$ cat config.mk
export PLATFORM = sky130hd
export DESIGN_NAME = fmap_streamer_flat
export DESIGN_NICKNAME = d
export VERILOG_FILES = /design/src/rtl/fmap_streamer_if.sv /design/src/rtl/fmap_streamer.sv /design/src/flat_wrapper.sv
export SDC_FILE = /design/constraint.sdc
export NUM_CORES = 1
export LEC_CHECK = 0
export ABC_AREA = 1
export CORE_MARGIN = 5
export CORE_UTILIZATION = 35
export CTS_CLUSTER_DIAMETER = 120
export CTS_CLUSTER_SIZE = 20
export DETAILED_ROUTE_END_ITERATION = 16
export GPL_TIMING_DRIVEN = 0
export HOLD_SLACK_MARGIN = 0.12
export SYNTH_ARGS = -nofsm -noshare
export SYNTH_HDL_FRONTEND = slang
export SYNTH_SLANG_ARGS = --single-unit
$ cat constraint.sdc
create_clock -name clk -period 4.6 [get_ports clk]
set_clock_uncertainty 0.15 [all_clocks]
set_input_delay 0.46 -clock clk [delete_from_list [all_inputs] [get_ports clk]]
set_output_delay 0.46 -clock clk [all_outputs]
set_load 0.05 [all_outputs]
$ cat src/rtl/fmap_streamer_if.sv
// fmap_streamer_if: memory read port and pixel stream handshake of fmap_streamer.
// master = streamer side, slave = memory model / line-buffer side.
interface fmap_streamer_if #(
    parameter int unsigned DATA_W = 8,
    parameter int unsigned ADDR_W = 24
) ();
    // Memory read port: data returns exactly one cycle after mem_rd_en.
    logic              mem_rd_en;
    logic [ADDR_W-1:0] mem_addr;
    logic [DATA_W-1:0] mem_rd_data;

    // Pixel stream towards the counterGroup line-buffer front end.
    logic              valid_o;
    logic [DATA_W-1:0] pixel_o;
    logic              ready_i;

    modport master (
        output mem_rd_en,
        output mem_addr,
        input  mem_rd_data,
        output valid_o,
        output pixel_o,
        input  ready_i
    );

    modport slave (
        input  mem_rd_en,
        input  mem_addr,
        output mem_rd_data,
        input  valid_o,
        input  pixel_o,
        output ready_i
    );
endinterface

$ cat src/rtl/fmap_streamer.sv
// fmap_streamer: reads chnl_num channels of IMG_DIM x IMG_DIM pixels from a one-cycle-latency
// memory starting at base_addr and streams them through a 2-entry FIFO with valid/ready.
// Optional feature macro: STREAM_FLUSH_EN -- when defined, FLUSH_LEN zero pixels are appended
// after the last channel; when undefined the job ends right after the last real pixel.
module fmap_streamer #(
    parameter int unsigned DATA_W    = 8,
    parameter int unsigned ADDR_W    = 24,
    parameter int unsigned IMG_DIM   = 112,
    parameter int unsigned FLUSH_LEN = 113
) (
    input  logic              clk,
    input  logic              rst,
    input  logic              start,
    input  logic [9:0]        chnl_num,
    input  logic [ADDR_W-1:0] base_addr,
    fmap_streamer_if.master   bus,
    output logic              busy,
    output logic              done,
    output logic [9:0]        chnl_idx
);

    localparam int unsigned PixPerChnl = IMG_DIM * IMG_DIM;
    localparam int unsigned PixW       = $clog2(PixPerChnl + 1);
    localparam int unsigned FlushW     = (FLUSH_LEN > 0) ? $clog2(FLUSH_LEN + 1) : 1;

    localparam logic [PixW-1:0]   PixLast   = PixW'(PixPerChnl - 1);
    localparam logic [FlushW-1:0] FlushLast = FlushW'(FLUSH_LEN - 1);

    typedef enum logic [1:0] {
        StIdle,
        StStream,
        StFlush,
        StDrain
    } state_e;

    // State entered once the final memory read has been issued.
`ifdef STREAM_FLUSH_EN
    localparam state_e StPostStream = (FLUSH_LEN > 0) ? StFlush : StDrain;
`else
    localparam state_e StPostStream = StDrain;
`endif

    // FSM and job bookkeeping.
    state_e            state_q, state_d;
    logic [ADDR_W-1:0] addr_q, addr_d;
    logic [PixW-1:0]   pix_cnt_q, pix_cnt_d;
    logic [9:0]        chnl_idx_q, chnl_idx_d;
    logic [9:0]        chnl_last_q, chnl_last_d;
    logic [FlushW-1:0] flush_cnt_q, flush_cnt_d;
    logic              done_q, done_d;
    logic              inflight_q;

    // 2-entry pixel FIFO.
    logic [DATA_W-1:0] fifo_mem_q [2];
    logic              wr_ptr_q;
    logic              rd_ptr_q;
    logic [1:0]        count_q, count_d;

    // Datapath control.
    logic              pop;
    logic              push;
    logic              push_zero;
    logic [DATA_W-1:0] push_data;
    logic [2:0]        occupancy;
    logic              rd_issue;
    logic              drain_done;

    // FIFO handshake and read-issue gating.
    always_comb begin
        pop       = (count_q != 2'd0) && bus.ready_i;
        // A slot freed by this cycle's pop is already usable, which is what allows one read
        // per cycle with only two entries of storage.
        occupancy = {1'b0, count_q} + {2'b00, inflight_q} - {2'b00, pop};
        rd_issue  = (state_q == StStream) && (occupancy < 3'd2);
        // Zeros may only enter once the last real pixel has landed, keeping stream order.
        push_zero = (state_q == StFlush) && !inflight_q && (count_q < 2'd2);
        push      = inflight_q || push_zero;
        push_data = push_zero ? '0 : bus.mem_rd_data;
        count_d   = count_q + {1'b0, push} - {1'b0, pop};
        drain_done = !inflight_q &&
                     ((count_q == 2'd0) || ((count_q == 2'd1) && pop));
    end

    // FIFO storage and pointers.
    always_ff @(posedge clk or posedge rst) begin
        if (rst) begin
            fifo_mem_q[0] <= '0;
            fifo_mem_q[1] <= '0;
            wr_ptr_q      <= 1'b0;
            rd_ptr_q      <= 1'b0;
            count_q       <= 2'd0;
        end else begin
            if (push) begin
                fifo_mem_q[wr_ptr_q] <= push_data;
                wr_ptr_q             <= ~wr_ptr_q;
            end
            if (pop) begin
                rd_ptr_q <= ~rd_ptr_q;
            end
            count_q <= count_d;
        end
    end

    // Read-in-flight flag; clearing it on reset discards any data still on its way back.
    always_ff @(posedge clk or posedge rst) begin
        if (rst) begin
            inflight_q <= 1'b0;
        end else begin
            inflight_q <= rd_issue;
        end
    end

    // Next-state logic: job launch, address/channel sequencing, flush count and completion.
    always_comb begin
        state_d     = state_q;
        addr_d      = addr_q;
        pix_cnt_d   = pix_cnt_q;
        chnl_idx_d  = chnl_idx_q;
        chnl_last_d = chnl_last_q;
        flush_cnt_d = flush_cnt_q;
        done_d      = 1'b0;

        case (state_q)
            StIdle: begin
                // A start landing on the done cycle belongs to the finished job; drop it.
                if (start && !done_q) begin
                    state_d     = StStream;
                    addr_d      = base_addr;
                    pix_cnt_d   = '0;
                    chnl_idx_d  = 10'd0;
                    chnl_last_d = (chnl_num == 10'd0) ? 10'd0 : chnl_num - 10'd1;
                    flush_cnt_d = '0;
                end
            end

            StStream: begin
                if (rd_issue) begin
                    addr_d = addr_q + 1'b1;
                    if (pix_cnt_q == PixLast) begin
                        pix_cnt_d = '0;
                        // The last channel index is held rather than stepped past.
                        if (chnl_idx_q == chnl_last_q) begin
                            state_d = StPostStream;
                        end else begin
                            chnl_idx_d = chnl_idx_q + 10'd1;
                        end
                    end else begin
                        pix_cnt_d = pix_cnt_q + 1'b1;
                    end
                end
            end

            StFlush: begin
                if (push_zero) begin
                    flush_cnt_d = flush_cnt_q + 1'b1;
                    if (flush_cnt_q == FlushLast) begin
                        state_d = StDrain;
                    end
                end
            end

            StDrain: begin
                if (drain_done) begin
                    state_d = StIdle;
                    done_d  = 1'b1;
                end
            end

            default: begin
                state_d = StIdle;
            end
        endcase
    end

    // FSM and bookkeeping registers.
    always_ff @(posedge clk or posedge rst) begin
        if (rst) begin
            state_q     <= StIdle;
            addr_q      <= '0;
            pix_cnt_q   <= '0;
            chnl_idx_q  <= 10'd0;
            chnl_last_q <= 10'd0;
            flush_cnt_q <= '0;
            done_q      <= 1'b0;
        end else begin
            state_q     <= state_d;
            addr_q      <= addr_d;
            pix_cnt_q   <= pix_cnt_d;
            chnl_idx_q  <= chnl_idx_d;
            chnl_last_q <= chnl_last_d;
            flush_cnt_q <= flush_cnt_d;
            done_q      <= done_d;
        end
    end

    assign bus.mem_rd_en = rd_issue;
    assign bus.mem_addr  = addr_q;
    assign bus.valid_o   = (count_q != 2'd0);
    assign bus.pixel_o   = fifo_mem_q[rd_ptr_q];
    assign busy          = (state_q != StIdle);
    assign done          = done_q;
    assign chnl_idx      = chnl_idx_q;

    // Storage invariants: never more than two entries, never a push into a full FIFO.
    a_count_max: assert property (@(posedge clk) disable iff (rst) count_q <= 2'd2);
    a_no_overflow: assert property (@(posedge clk) disable iff (rst)
        !(push && (count_q == 2'd2) && !pop));

endmodule

$ cat src/flat_wrapper.sv
// flat-port wrapper written by rule: the top's interface ports become plain ports
module fmap_streamer_flat 
#(
    parameter int unsigned DATA_W    = 8,
    parameter int unsigned ADDR_W    = 24,
    parameter int unsigned IMG_DIM   = 112,
    parameter int unsigned FLUSH_LEN = 113
)
  (clk, rst, start, chnl_num, base_addr, busy, done, chnl_idx, bus_mem_rd_en, bus_mem_addr, bus_mem_rd_data, bus_valid_o, bus_pixel_o, bus_ready_i);
  fmap_streamer_if #(.DATA_W(DATA_W), .ADDR_W(ADDR_W)) bus_i ();
  input  logic clk;
  input  logic rst;
  input  logic start;
  input  logic [9:0] chnl_num;
  input  logic [ADDR_W-1:0] base_addr;
  output logic busy;
  output logic done;
  output logic [9:0] chnl_idx;
  output wire logic [$bits(bus_i.mem_rd_en)-1:0] bus_mem_rd_en;
  output wire logic [$bits(bus_i.mem_addr)-1:0] bus_mem_addr;
  input wire logic [$bits(bus_i.mem_rd_data)-1:0] bus_mem_rd_data;
  output wire logic [$bits(bus_i.valid_o)-1:0] bus_valid_o;
  output wire logic [$bits(bus_i.pixel_o)-1:0] bus_pixel_o;
  input wire logic [$bits(bus_i.ready_i)-1:0] bus_ready_i;
  assign bus_mem_rd_en = bus_i.mem_rd_en;
  assign bus_mem_addr = bus_i.mem_addr;
  assign bus_i.mem_rd_data = bus_mem_rd_data;
  assign bus_valid_o = bus_i.valid_o;
  assign bus_pixel_o = bus_i.pixel_o;
  assign bus_i.ready_i = bus_ready_i;
  fmap_streamer #(.DATA_W(DATA_W), .ADDR_W(ADDR_W), .IMG_DIM(IMG_DIM), .FLUSH_LEN(FLUSH_LEN)) u_core (.clk(clk), .rst(rst), .start(start), .chnl_num(chnl_num), .base_addr(base_addr), .bus(bus_i), .busy(busy), .done(done), .chnl_idx(chnl_idx));
endmodule
# Word-level counts from Yosys, hierarchy flattened
# Cells that the tools add are included.
# totals
register_bits	89
# classes
order_cmp	5
eq_ne	15
mux	33
n_reduce_logical	24
bitwise	4
addsub	9
# ops
op	n
10-bit 2-to-1 mux	5
24-bit 2-to-1 mux	2
24-bit one-hot mux with 2 select lines	1
14-bit 2-to-1 mux	3
8-bit 2-to-1 mux	5
14-bit one-hot mux with 2 select lines	1
24-bit by 1-bit adder with 24-bit output (second input constant)	1
10-bit one-hot mux with 2 select lines	1
16-bit bitwise mux	1
14-bit by 1-bit adder with 14-bit output (second input constant)	1
14-bit == test (second input constant)	1
2-bit 2-to-1 mux	7
7-bit 2-to-1 mux	2
7-bit one-hot mux with 2 select lines	1
10-bit by 1-bit adder with 10-bit output (second input constant)	1
10-bit == test	1
10-bit zero test	1
10-bit by 1-bit subtractor with 10-bit output (second input constant)	1
8-bit demux with 1-bit select	1
1-bit logical AND	8
2-bit by 1-bit inequality test with 1-bit output (second input constant)	4
2-bit inequality test (second input constant)	4
2-bit one-hot mux with 4 select lines	1
2-bit nonzero test	4
other kinds (22)	32

# Depth between registers and ports, before layout
# Gate-level depths: netlist (run 1).
# logic_depth
word_depth	7
ltp_mapped	18
depth_no_buf	17

# Least setup slack after synthesis (run 1)
# No wires, ideal clock.
# synth_timing
path_type	reg2out
startpoint	register u_core.count_q[1]
endpoint	output bus_mem_rd_en
arrival_time_ns	2.667
stages_incl_launch_ff	9
path_buffers	0
slack_ns	1.323
path_cell_list	dfrtp_1 > inv_2 > nand2_1 > nand2_1 > nor2_1 > o21ai_0 > fa_1 > nand3_2 > nor2_1
# synth_via
elab_chain_len	5
word_cells_on_any_way	6
classes_between	add/sub: 2; order compare: 1; reduce/logical: 3
# synth_rtl
element	line_no	rtl
start: declaration	fmap_streamer.sv:57	logic [1:0] count_q, count_d;
start signal: assignment	fmap_streamer.sv:100	count_q <= count_d;
2-bit nonzero test	n/a	
net bus_valid_o	flat_wrapper.sv:22	output wire logic [$bits(bus_i.valid_o)-1:0] bus_valid_o;
1-bit logical AND	fmap_streamer.sv:70	pop = (count_q != 2'd0) && bus.ready_i;
3-bit by 1-bit subtractor with 3-bit output	fmap_streamer.sv:73	occupancy = {1'b0, count_q} + {2'b00, inflight_q} - {2'b00, pop};
3-bit by 2-bit less-than comparator with 1-bit output	fmap_streamer.sv:74	rd_issue = (state_q == StStream) && (occupancy < 3'd2);
1-bit logical AND	fmap_streamer.sv:74	
end: declaration	flat_wrapper.sv:19	output wire logic [$bits(bus_i.mem_rd_en)-1:0] bus_mem_rd_en;
# The timed path passes the listed nets, and every way through them passes these cells.

# Worst setup path after layout (run 1)
# layout_timing
startpoint	register u_core.count_q[1]
endpoint	output bus_mem_rd_en
# layout_via
elab_chain_len	5
word_cells_on_any_way	6
classes_between	add/sub: 2; order compare: 1; reduce/logical: 3
# layout_rtl
element	line_no
branches (longest 2 deep; another with 2-bit by 1-bit adder with 3-bit output)	n/a
3-bit by 1-bit subtractor with 3-bit output *	fmap_streamer.sv:73
3-bit by 2-bit less-than comparator with 1-bit output *	fmap_streamer.sv:74
1-bit logical AND *	fmap_streamer.sv:74
# Mark *: on every way between the ends.

==> metrics.csv, run 1 <==
metric,value,unit
Crit path required time,3.99,ns
"Hold Vio Cnt, Final",0,
Boundary Pins,92,
largest net degree at the start of global routing,68,
floorplan die width,138,um
fillers,1669,
number of port buffers,91,
static power due to leakage,3.39,nW
first-pass GRT wire length,25500,um
clk sinks,89,
final clock period utilization by the worst path,80.9,%
library cell occupying the most area in the post-synthesis netlist,sky130_fd_sc_hd__dfrtp_1,
buffers plus inverters on the worst setup path,2,
number of setup buffers added after CTS,0,
class of the tightest hold or removal check,input port to asynchronous set/reset pin,
"Power, Total",5.30,mW
global route overflow,0,
clock insertion delay at the later pin of the skew report,0.35,ns
HPWL reported at the end of detailed placement,11400,um
IR Drop Worst-Case VDD,0.000505,V
CP Capture Type,output port,
Final ANT Viol Nets,0,
Slew @ Worst Pin,0.676,ns
area of the mapped netlist,5730,sq um
Critical Path Source Type,flip-flop,
warnings from Yosys,0,
minimum period implied by the final worst setup slack,3.72,ns
height of the die,138,um
critical path data arrival time,3.11,ns
Post-Syn Instances,818,
share of final-layout standard cells stronger than drive strength 1,7.34,%
CTS clock-pin slew for the worst setup and hold paths,0.06,ns
biggest area contributors in the synthesized netlist,"sky130_fd_sc_hd__dfrtp_1 39%, sky130_fd_sc_hd__nand2_1 19%, sky130_fd_sc_hd__nor2_1 7.1%",
power per cell area,731,nW/um^2
"Primary FF master, synth",sky130_fd_sc_hd__dfrtp_1,
average instance area after synthesis,7.00,sq um
type of the setup path with the least slack,flip-flop to output port,
cell types with the highest counts after synthesis,"283 x sky130_fd_sc_hd__nand2_1, 109 x sky130_fd_sc_hd__nor2_1, 89 x sky130_fd_sc_hd__dfrtp_1, 80 x sky130_fd_sc_hd__inv_1, 52 x sky130_fd_sc_hd__nand3_1",
result of the run,"finished, final reports clean",
count of placed standard cells including taps,1126,
core area,15900,sq um
TritonCTS clock tree,done,
post-synth top area share,38.9,%
most common cell in the netlist,sky130_fd_sc_hd__nand2_1,
share of async-settable or async-resettable flops after synthesis,100,%
unrepaired setup endpoints after global routing,no,
hold slack,0.275,ns
post-CTS resize count,0,
cell type of the slowest stage on the worst timing path,sky130_fd_sc_hd__clkdlybuf4s50_1,
Antenna Diode Count,0,
number of buffers created by CTS,9,
maximum root-to-sink buffer count,2,
post-synth net total,877,
headroom to the max-slew limit,55.0,%
number of antenna violations at the first check in global routing,0,
clock root buffer,sky130_fd_sc_hd__clkbuf_16,
weighted congestion reported at the end of routability-driven placement,0.847,
post-route insts no fill,1142,
initial core utilization,35.9,%
number of global-route vias before repair,5049,
post-detailed-route via-to-cell ratio,4.80,
ordered list of cells on the worst path,inv_2 > nand2_1 > nand2_1 > nor2_1 > o21ai_0 > fa_1 > nand3_2 > nor2_1 > clkdlybuf4s50_1,
average wire per cell in the routed design,13.6,um
iteration count of the initial detailed-routing pass,5,
number of buffers inserted for hold repair after clock tree synthesis,0,
aggregate negative setup slack,0,ns
net total in the final layout,980,
cell class contributing the biggest share of worst-path delay,buffers and inverters,
detailed-route wire length,15600,um
DIE AREA,19000,sq um
Max Cap Violations,0,
number of H-tree levels,3,
Post-route DRC,0,
setup slack of the worst register-to-register path,1.84,ns
largest fanout of any net on the critical path,6,
#FFs+latches synth,89,
unique cell type count in the Yosys netlist,45,
DRT iter0 DRCs,382,
final-report max-slew violation count,0,
area growth from synthesis to layout,26.6,%
fmax,269,MHz
Total Routing Usage GR,16.8,%
Setup WS pre-CTS,0.853,ns
sequential area share after synthesis,38.9,%
"Setup violations, final",0,
cell row count,46,
detailed-route via count,5476,
least setup slack across all paths after layout,0.879,ns
number of flops mapped to enable cells by yosys,0,
worst stage delay on the critical path,0.84,ns
-- flip-flops by register name, indices dropped and copies added, names as in the netlist --
name                 count
u_core.inflight_q        1
u_core.bus.mem_addr     24
u_core.chnl_idx         10
u_core.fifo_mem_q       16
u_core.rd_ptr_q          1
u_core.done              1
u_core.state_q           2
u_core.chnl_last_q      10
u_core.pix_cnt_q        14
u_core.wr_ptr_q          1
u_core.count_q           2
u_core.flush_cnt_q       7
-- layer usage --
layer	vias up	GRT usage, %	routed length, um
met3	13	3.37	868
met1	2515	24.0	7570
met4	0	4.45	147
li1	2800	-	-
met2	148	26.2	7000
met5	-	0	0
-- cells by family (layout without fill, tap and decap cells) --
| family | after synthesis | count (layout) | share of synthesized area [%] |
|---|---|---|---|
| AO/OA/AOI/OAI | 89 | 89 | 9.70 |
| XOR/XNOR | 28 | 28 | 4.28 |
| adder cells (fa/ha/maj) | 13 | 13 | 2.97 |
| buffers and inverters | 110 | 218 | 8.39 |
| flip-flops | 89 | 89 | 38.9 |
| AND/OR/NAND/NOR | 489 | 489 | 35.8 |
-- cells in the final DEF, fill, tap and decap left out, types with 2 or more instances in the layout --
cell,netlist,layout
sky130_fd_sc_hd__nand4_1,15,15
sky130_fd_sc_hd__inv_2,5,5
sky130_fd_sc_hd__nand3b_1,6,6
sky130_fd_sc_hd__o22ai_1,12,12
sky130_fd_sc_hd__nor2_2,5,5
sky130_fd_sc_hd__nor2_1,109,109
sky130_fd_sc_hd__xor2_1,20,20
sky130_fd_sc_hd__nor3_1,4,4
sky130_fd_sc_hd__o21ai_1,16,16
sky130_fd_sc_hd__clkinv_2,0,3
sky130_fd_sc_hd__buf_6,7,7
sky130_fd_sc_hd__a21oi_1,11,11
sky130_fd_sc_hd__ha_1,12,12
sky130_fd_sc_hd__o21bai_1,4,4
sky130_fd_sc_hd__o31ai_2,2,2
sky130_fd_sc_hd__nand2_2,3,3
sky130_fd_sc_hd__clkbuf_16,0,9
sky130_fd_sc_hd__bufinv_16,0,2
sky130_fd_sc_hd__nand3_1,52,52
sky130_fd_sc_hd__buf_2,6,6
sky130_fd_sc_hd__buf_1,4,4
sky130_fd_sc_hd__inv_1,80,79
sky130_fd_sc_hd__dfrtp_1,89,89
sky130_fd_sc_hd__clkdlybuf4s50_1,0,91
sky130_fd_sc_hd__nand2_1,283,283
sky130_fd_sc_hd__o21ai_0,23,23
sky130_fd_sc_hd__or2_2,4,4
sky130_fd_sc_hd__nor2_4,2,2
sky130_fd_sc_hd__a31oi_1,2,2
sky130_fd_sc_hd__xnor2_1,8,8
sky130_fd_sc_hd__o31ai_1,2,2
sky130_fd_sc_hd__o21ai_2,10,10
sky130_fd_sc_hd__clkbuf_1,5,6
sky130_fd_sc_hd__buf_4,2,2
-- where the power goes --
group          leakage, nW  internal (mW)  switching, mW
sequential            1.13           1.07          0.299
combinational         2.10           1.03           2.10
clock                0.152          0.474          0.316
total                 3.39           2.58           2.72
-- cell type report --
class	instances	area [sq um]	share of cell area, %
Multi-Input combinational cell	619	3020	41.6
Sequential cell	89	2230	30.7
Timing Repair Buffer	92	938	12.9
Inverter	86	325	4.49
Tap cell	216	270	3.73
Clock buffer	10	229	3.16
Buffer	24	158	2.18
Clock inverter	6	82.6	1.14
-- path summary, 6_finish.rpt --
path | end | cells past startpoint | startpoint
worst max-delay path | bus_mem_rd_en | 9 | u_core.count_q[1]$_DFF_PP0_
worst min-delay path | u_core.fifo_mem_q[0]$_DFFE_PP0P_ | 2 | rst
worst max register to register | u_core.pix_cnt_q[13]$_DFFE_PP0P_ | 14 | u_core.count_q[1]$_DFF_PP0_
worst min register to register | u_core.fifo_mem_q[14]$_DFFE_PP0P_ | 2 | u_core.fifo_mem_q[14]$_DFFE_PP0P_
max in group asynchronous | u_core.bus.mem_addr[8]$_DFFE_PP0P_ | 3 | rst
min in group clk | u_core.fifo_mem_q[14]$_DFFE_PP0P_ | 2 | u_core.fifo_mem_q[14]$_DFFE_PP0P_
-- stage by stage --
stage	instance area (sq um)	utilization, %
3_5_place_dp	6940	43.5
5_1_grt	7250	45.5
3_3_place_gp	6910	43.3
4_1_cts	7250	45.5
6_report	7250	45.5
2_1_floorplan	5730	-
Power figures use the tool's default switching activity.
==> run 2: changes to the inputs <==
- clock period: 4.6 -> 3.53 ns (I/O delays scaled with it)
==> metrics.csv, run 2 (synthesis results as in run 1) <==
metric,value,unit,change
Post-route DRC,0,,unchanged
headroom to the max-slew limit,55.0,%,unchanged
height of the die,138,um,unchanged
number of H-tree levels,3,,unchanged
largest fanout of any net on the critical path,6,,unchanged
fillers,1667,,-0.12%
buffers plus inverters on the worst setup path,2,,unchanged
minimum period implied by the final worst setup slack,3.32,ns,
fmax,301,MHz,
net total in the final layout,980,,unchanged
Final ANT Viol Nets,0,,unchanged
hold slack,0.168,ns,-0.107 ns
CTS clock-pin slew for the worst setup and hold paths,0.06,ns,about the same
Max Cap Violations,0,,unchanged
first-pass GRT wire length,25500,um,unchanged
WP depth,9,,unchanged
worst stage delay on the critical path,0.55,ns,-0.29 ns
number of port buffers,91,,unchanged
share of final-layout standard cells stronger than drive strength 1,7.34,%,unchanged
GR Layer Usage met1,24.0,%,unchanged
power per cell area,952,nW/um^2,+30%
core area,15900,sq um,unchanged
number of setup buffers added after CTS,0,,unchanged
"Power, Total",6.90,mW,+30%
unrepaired setup endpoints after global routing,no,,
sequential cell area,2230,sq um,unchanged
global route overflow,0,,unchanged
Slew @ Worst Pin,0.676,ns,unchanged
fraction of met3 tracks used by global routing,3.37,%,unchanged
max reg flops,24,,unchanged
R2R cell count,14,,unchanged
area growth from synthesis to layout,26.6,%,about the same
"Design Area, Final",7250,sq um,about the same
Setup WS pre-CTS,-0.00287,ns,-0.856 ns
most used cells in the layout excluding fill and tap cells,"283 x sky130_fd_sc_hd__nand2_1, 109 x sky130_fd_sc_hd__nor2_1, 90 x sky130_fd_sc_hd__clkdlybuf4s50_1, 89 x sky130_fd_sc_hd__dfrtp_1, 79 x sky130_fd_sc_hd__inv_1",,
cell class contributing the biggest share of worst-path delay,simple AND/OR/NAND/NOR gates,,
largest net degree at the start of global routing,68,,unchanged
post-detailed-route via-to-cell ratio,4.80,,unchanged
most common library cell in the layout ignoring fill and taps,sky130_fd_sc_hd__nand2_1,,
initial core utilization,35.9,%,unchanged
critical path data arrival time,2.82,ns,-0.29 ns
Antenna Diode Count,0,,unchanged
DIE AREA,19000,sq um,unchanged
weighted congestion reported at the end of routability-driven placement,0.847,,unchanged
clock insertion delay at the later pin of the skew report,0.35,ns,about the same
Critical Path Source Type,flip-flop,,
number of global-route vias before repair,5049,,unchanged
average wire per cell in the routed design,13.6,um,unchanged
least setup slack across all paths after layout,0.207,ns,-0.673 ns
Crit path required time,3.03,ns,-0.96 ns
class of the tightest hold or removal check,input port to asynchronous set/reset pin,,
cell row count,46,,unchanged
final-report max-slew violation count,0,,unchanged
area of combinational cells with multiple inputs,3020,sq um,unchanged
maximum root-to-sink buffer count,2,,unchanged
type of the setup path with the least slack,flip-flop to output port,,
TritonCTS clock tree,done,,
final clock period utilization by the worst path,94.1,%,
result of the run,"finished, final reports clean",,
static power due to leakage,3.39,nW,+0.12%
HPWL reported at the end of detailed placement,11400,um,unchanged
detailed-route via count,5476,,unchanged
cell type of the slowest stage on the worst timing path,sky130_fd_sc_hd__dlygate4sd2_1,,
post-CTS resize count,1,,+1
iteration count of the initial detailed-routing pass,5,,unchanged
floorplan die width,138,um,unchanged
"Setup violations, final",0,,unchanged
CP Capture Type,output port,,
clock root buffer,sky130_fd_sc_hd__clkbuf_16,,
met2 GRT Util,26.2,%,unchanged
number of buffers created by CTS,9,,unchanged
IR Drop Worst-Case VDD,0.000658,V,+30%
placed inst area,6940,sq um,unchanged
number of buffers inserted for hold repair after clock tree synthesis,0,,unchanged
ordered list of cells on the worst path,inv_2 > nand2_1 > nand2_1 > nor2_1 > o21ai_0 > fa_1 > nand3_2 > nor2_1 > dlygate4sd2_1,,
busiest layer in global routing,met2,,
number of antenna violations at the first check in global routing,0,,unchanged
"Hold Vio Cnt, Final",0,,unchanged
DRT iter0 DRCs,382,,unchanged
detailed-route wire length,15600,um,unchanged
Boundary Pins,92,,unchanged
clk sinks,89,,unchanged
Total Routing Usage GR,16.8,%,unchanged
## run 2: cell count changes in the layout (fill, tap and decap cells not counted), sizes merged
cell,previous run,this run
clkdlybuf4s50,91,90
dlygate4sd2,0,1
## run 2: routing by layer
layer  routed length, um  part of all wire [%]
met5                   0                     0
met4                 147                  0.94
met2                7000                    45
met3                 868                   5.6
met1                7570                    49
## run 2: power breakdown
| part | internal [mW] | switching, mW | total, mW | leakage, nW |
|---|---|---|---|---|
| clock | 0.617 | 0.412 | 1.03 | 0.152 |
| sequential | 1.40 | 0.390 | 1.79 | 1.13 |
| combinational | 1.34 | 2.74 | 4.08 | 2.11 |
| total | 3.36 | 3.54 | 6.90 | 3.39 |
## run 2: path summary, 6_finish.rpt
kind,start,endpoint,slack (ns)
max,u_core.count_q[1]$_DFF_PP0_,bus_mem_rd_en,0.21
min,rst,u_core.fifo_mem_q[0]$_DFFE_PP0P_,0.17
max reg2reg,u_core.count_q[1]$_DFF_PP0_,u_core.pix_cnt_q[13]$_DFFE_PP0P_,0.77
min reg2reg,u_core.fifo_mem_q[14]$_DFFE_PP0P_,u_core.fifo_mem_q[14]$_DFFE_PP0P_,0.33
max in group asynchronous,rst,u_core.bus.mem_addr[8]$_DFFE_PP0P_,2.43
min in group clk,u_core.fifo_mem_q[14]$_DFFE_PP0P_,u_core.fifo_mem_q[14]$_DFFE_PP0P_,0.33
## run 2: final cells by class
cell class	count	share of cell area, %
Clock inverter	6	1.14
Buffer	24	2.18
Timing Repair Buffer	92	12.9
Multi-Input combinational cell	619	41.6
Sequential cell	89	30.7
Clock buffer	10	3.16
Tap cell	216	3.73
Inverter	86	4.49
## run 2: worst reg2reg max path, stage by stage, from the launching register on
cell                      delay, ns
sky130_fd_sc_hd__dfrtp_1       0.51
sky130_fd_sc_hd__inv_2         0.06
sky130_fd_sc_hd__nand2_1       0.08
sky130_fd_sc_hd__nand2_1       0.11
sky130_fd_sc_hd__nor2_1        0.20
sky130_fd_sc_hd__o21ai_0       0.16
sky130_fd_sc_hd__fa_1          0.54
sky130_fd_sc_hd__nand3_2       0.10
sky130_fd_sc_hd__nand2_2       0.10
sky130_fd_sc_hd__inv_2         0.05
sky130_fd_sc_hd__nor2_4        0.09
sky130_fd_sc_hd__buf_6         0.15
sky130_fd_sc_hd__buf_4         0.22
sky130_fd_sc_hd__nand3_1       0.10
sky130_fd_sc_hd__nand2_1       0.09
## run 2: metrics by stage
step / std cells / util (%) / setup TNS (ns)
4_1_cts: 1142 / 45.5 / 0
5_1_grt: 1142 / 45.5 / 0
3_3_place_gp: 1125 / 43.3 / -80.81
3_5_place_dp: 1126 / 43.5 / -0.00287
2_1_floorplan: 818 / - / 0
6_report: 1142 / 45.5 / 0
==> run 3: changes to the inputs <==
- CTS_BUF_LIST: not set -> sky130_fd_sc_hd__clkbuf_8
- SETUP_SLACK_MARGIN: not set -> 0.1
==> metrics.csv, run 3 (synthesis results as in run 1) <==
metric,value,unit,change
number of global-route vias before repair,5019,,-0.59%
minimum period implied by the final worst setup slack,3.13,ns,-0.194 ns
"Setup violations, final",0,,unchanged
final clock period utilization by the worst path,88.7,%,-5.5 points
clock network fraction of total power,11.8,%,-3.1 points
Final ANT Viol Nets,0,,unchanged
height of the die,138,um,unchanged
cell row count,46,,unchanged
fmax,320,MHz,+6.2%
most used cells in the layout excluding fill and tap cells,"283 x sky130_fd_sc_hd__nand2_1, 109 x sky130_fd_sc_hd__nor2_1, 90 x sky130_fd_sc_hd__clkdlybuf4s50_1, 89 x sky130_fd_sc_hd__dfrtp_1, 80 x sky130_fd_sc_hd__inv_1",,
Setup WS pre-CTS,-0.00287,ns,unchanged
count of placed standard cells including taps,1126,,unchanged
critical path data arrival time,2.63,ns,-0.19 ns
max reg flops,24,,unchanged
first-pass GRT wire length,25300,um,-0.54%
CP startpoint,u_core.count_q[1]$_DFF_PP0_,,
number of antenna violations at the first check in global routing,0,,unchanged
Critical Path End,bus_mem_rd_en,,
combinational power share,61.4,%,+2.2 points
number of buffers created by CTS,9,,unchanged
aggregate negative setup slack,0,ns,unchanged
Critical Path Source Type,flip-flop,,
CP Capture Type,output port,,
maximum root-to-sink buffer count,2,,unchanged
Crit path required time,3.03,ns,about the same
Antenna Diode Count,0,,unchanged
net total in the final layout,980,,unchanged
internal power consumption,3.13,mW,-6.8%
proportion of total power due to net switching,52.9,%,+1.6 points
fillers,1681,,+0.84%
TritonCTS clock tree,done,,
average wire per cell in the routed design,13.6,um,-0.18%
class of the tightest hold or removal check,input port to asynchronous set/reset pin,,
floorplan die width,138,um,unchanged
Slew @ Worst Pin,0.664,ns,-0.0118 ns
HPWL reported at the end of detailed placement,11400,um,unchanged
unrepaired setup endpoints after global routing,no,,
detailed-route wire length,15600,um,-0.18%
area of combinational cells with multiple inputs,3020,sq um,unchanged
final-report max-slew violation count,0,,unchanged
post-detailed-route via-to-cell ratio,4.79,,-0.20%
cell type of the slowest stage on the worst timing path,sky130_fd_sc_hd__fa_1,,
power per cell area,930,nW/um^2,-2.3%
ordered list of cells on the worst path,inv_2 > nand2_1 > nand2_1 > nor2_1 > o21ai_0 > fa_1 > nand3_2 > nor2_1 > clkbuf_2,,
setup slack of the worst register-to-register path,0.75,ns,-0.02 ns
result of the run,"finished, final reports clean",,
worst stage delay on the critical path,0.54,ns,about the same
number of setup buffers added after CTS,0,,unchanged
clock root buffer,sky130_fd_sc_hd__clkbuf_8,,
headroom to the max-slew limit,55.7,%,+0.78 points
switching power,3.51,mW,-0.73%
iteration count of the initial detailed-routing pass,5,,unchanged
weighted congestion reported at the end of routability-driven placement,0.847,,unchanged
most common library cell in the layout ignoring fill and taps,sky130_fd_sc_hd__nand2_1,,
static power due to leakage,3.35,nW,-1.3%
clock insertion delay at the later pin of the skew report,0.38,ns,+0.03 ns
"Hold Vio Cnt, Final",0,,unchanged
clk sinks,89,,unchanged
number of port buffers,91,,unchanged
global route overflow,0,,unchanged
Reg power frac,26.8,%,+0.9 points
Post-route DRC,0,,unchanged
type of the setup path with the least slack,flip-flop to output port,,
largest fanout of any net on the critical path,6,,unchanged
startpoint of the lowest-slack register-to-register path,u_core.count_q[1]$_DFF_PP0_,,
destination of the worst register-to-register timing path,u_core.pix_cnt_q[13]$_DFFE_PP0P_,,
least setup slack across all paths after layout,0.400,ns,+0.194 ns
Boundary Pins,92,,unchanged
"Power, Total",6.64,mW,-3.7%
Total Routing Usage GR,16.8,%,-0.078 points
post-route insts no fill,1142,,unchanged
core area,15900,sq um,unchanged
area growth from synthesis to layout,24.7,%,
number of H-tree levels,3,,unchanged
Max Cap Violations,0,,unchanged
share of final-layout standard cells stronger than drive strength 1,7.45,%,+0.11 points
DIE AREA,19000,sq um,unchanged
initial core utilization,35.9,%,unchanged
CTS clock-pin slew for the worst setup and hold paths,0.09,ns,+0.03 ns
DRT iter0 DRCs,358,,-6.3%
IR Drop Worst-Case VDD,0.000640,V,-2.7%
detailed-route via count,5465,,-0.20%
sequential cell area,2230,sq um,unchanged
largest net degree at the start of global routing,68,,unchanged
R2R cell count,14,,unchanged
[run 3: power groups by stage]
stage	Combinational (mW)	Sequential (mW)	Clock, mW
2_1_floorplan	2.39	2.22	0
3_3_place_gp	4.07	1.79	0
3_5_place_dp	4.11	1.80	0
4_1_cts	4.12	1.78	0.806
5_1_grt	4.48	1.84	0.845
6_report	4.08	1.78	0.784
[run 3: worst max-delay path: cells and delay by family (launching register included)]
family	cells	cell delay, ns
compound gates	1	0.16
fa+ha+maj	1	0.54
flops	1	0.52
simple gates	5	0.66
buf+inv	2	0.37
[run 3: worst min path at each step]
stage	startpoint	slack (ns)	end	cells after the start
floorplan	u_core.fifo_mem_q[10]$_DFFE_PP0P_	0.31	u_core.fifo_mem_q[10]$_DFFE_PP0P_	2
global placement	u_core.fifo_mem_q[8]$_DFFE_PP0P_	0.32	u_core.fifo_mem_q[8]$_DFFE_PP0P_	2
detailed placement	u_core.fifo_mem_q[8]$_DFFE_PP0P_	0.32	u_core.fifo_mem_q[8]$_DFFE_PP0P_	2
CTS	rst	0.13	u_core.fifo_mem_q[1]$_DFFE_PP0P_	2
global route	rst	0.15	u_core.fifo_mem_q[1]$_DFFE_PP0P_	2
finish	rst	0.13	u_core.fifo_mem_q[1]$_DFFE_PP0P_	2
[run 3: repair_timing]
action                                  CTS  global route
endpoints found under the setup margin    1             1
hold buffers                              0             0
gates cloned                              0             0
hold endpoints to repair                  0             0
resized for setup                         2             1
pin swaps                                 0             0
[run 3: cell type report]
| class | instances | share of cell area, % |
|---|---|---|
| multi-input combinational | 619 | 42.3 |
| sequential | 89 | 31.2 |
| timing repair buffer | 92 | 13.1 |
| inverter | 86 | 4.56 |
| tap | 216 | 3.78 |
| buffer | 24 | 2.21 |
| clock buffer | 9 | 1.73 |
| clock inverter | 7 | 1.21 |
[run 3: routing by layer]
layer  wire length [um]  GRT usage, %  up-vias  share of wire (%)
met2               6980          26.1      134                 45
met1               7530          23.9     2523                 48
met4                182          4.83        0                1.2
met5                  0             0        -                  0
met3                854          3.01       16                5.5
li1                   -             -     2792                  -
[run 3: through the flow]
step	instance area, sq um	utilization, %	hold WS (ns)
2_1_floorplan	5730	-	0.305
3_5_place_dp	6940	43.5	0.320
5_1_grt	7140	44.8	0.148
3_3_place_gp	6910	43.3	0.316
4_1_cts	7150	44.8	0.127
6_report	7140	44.8	0.135
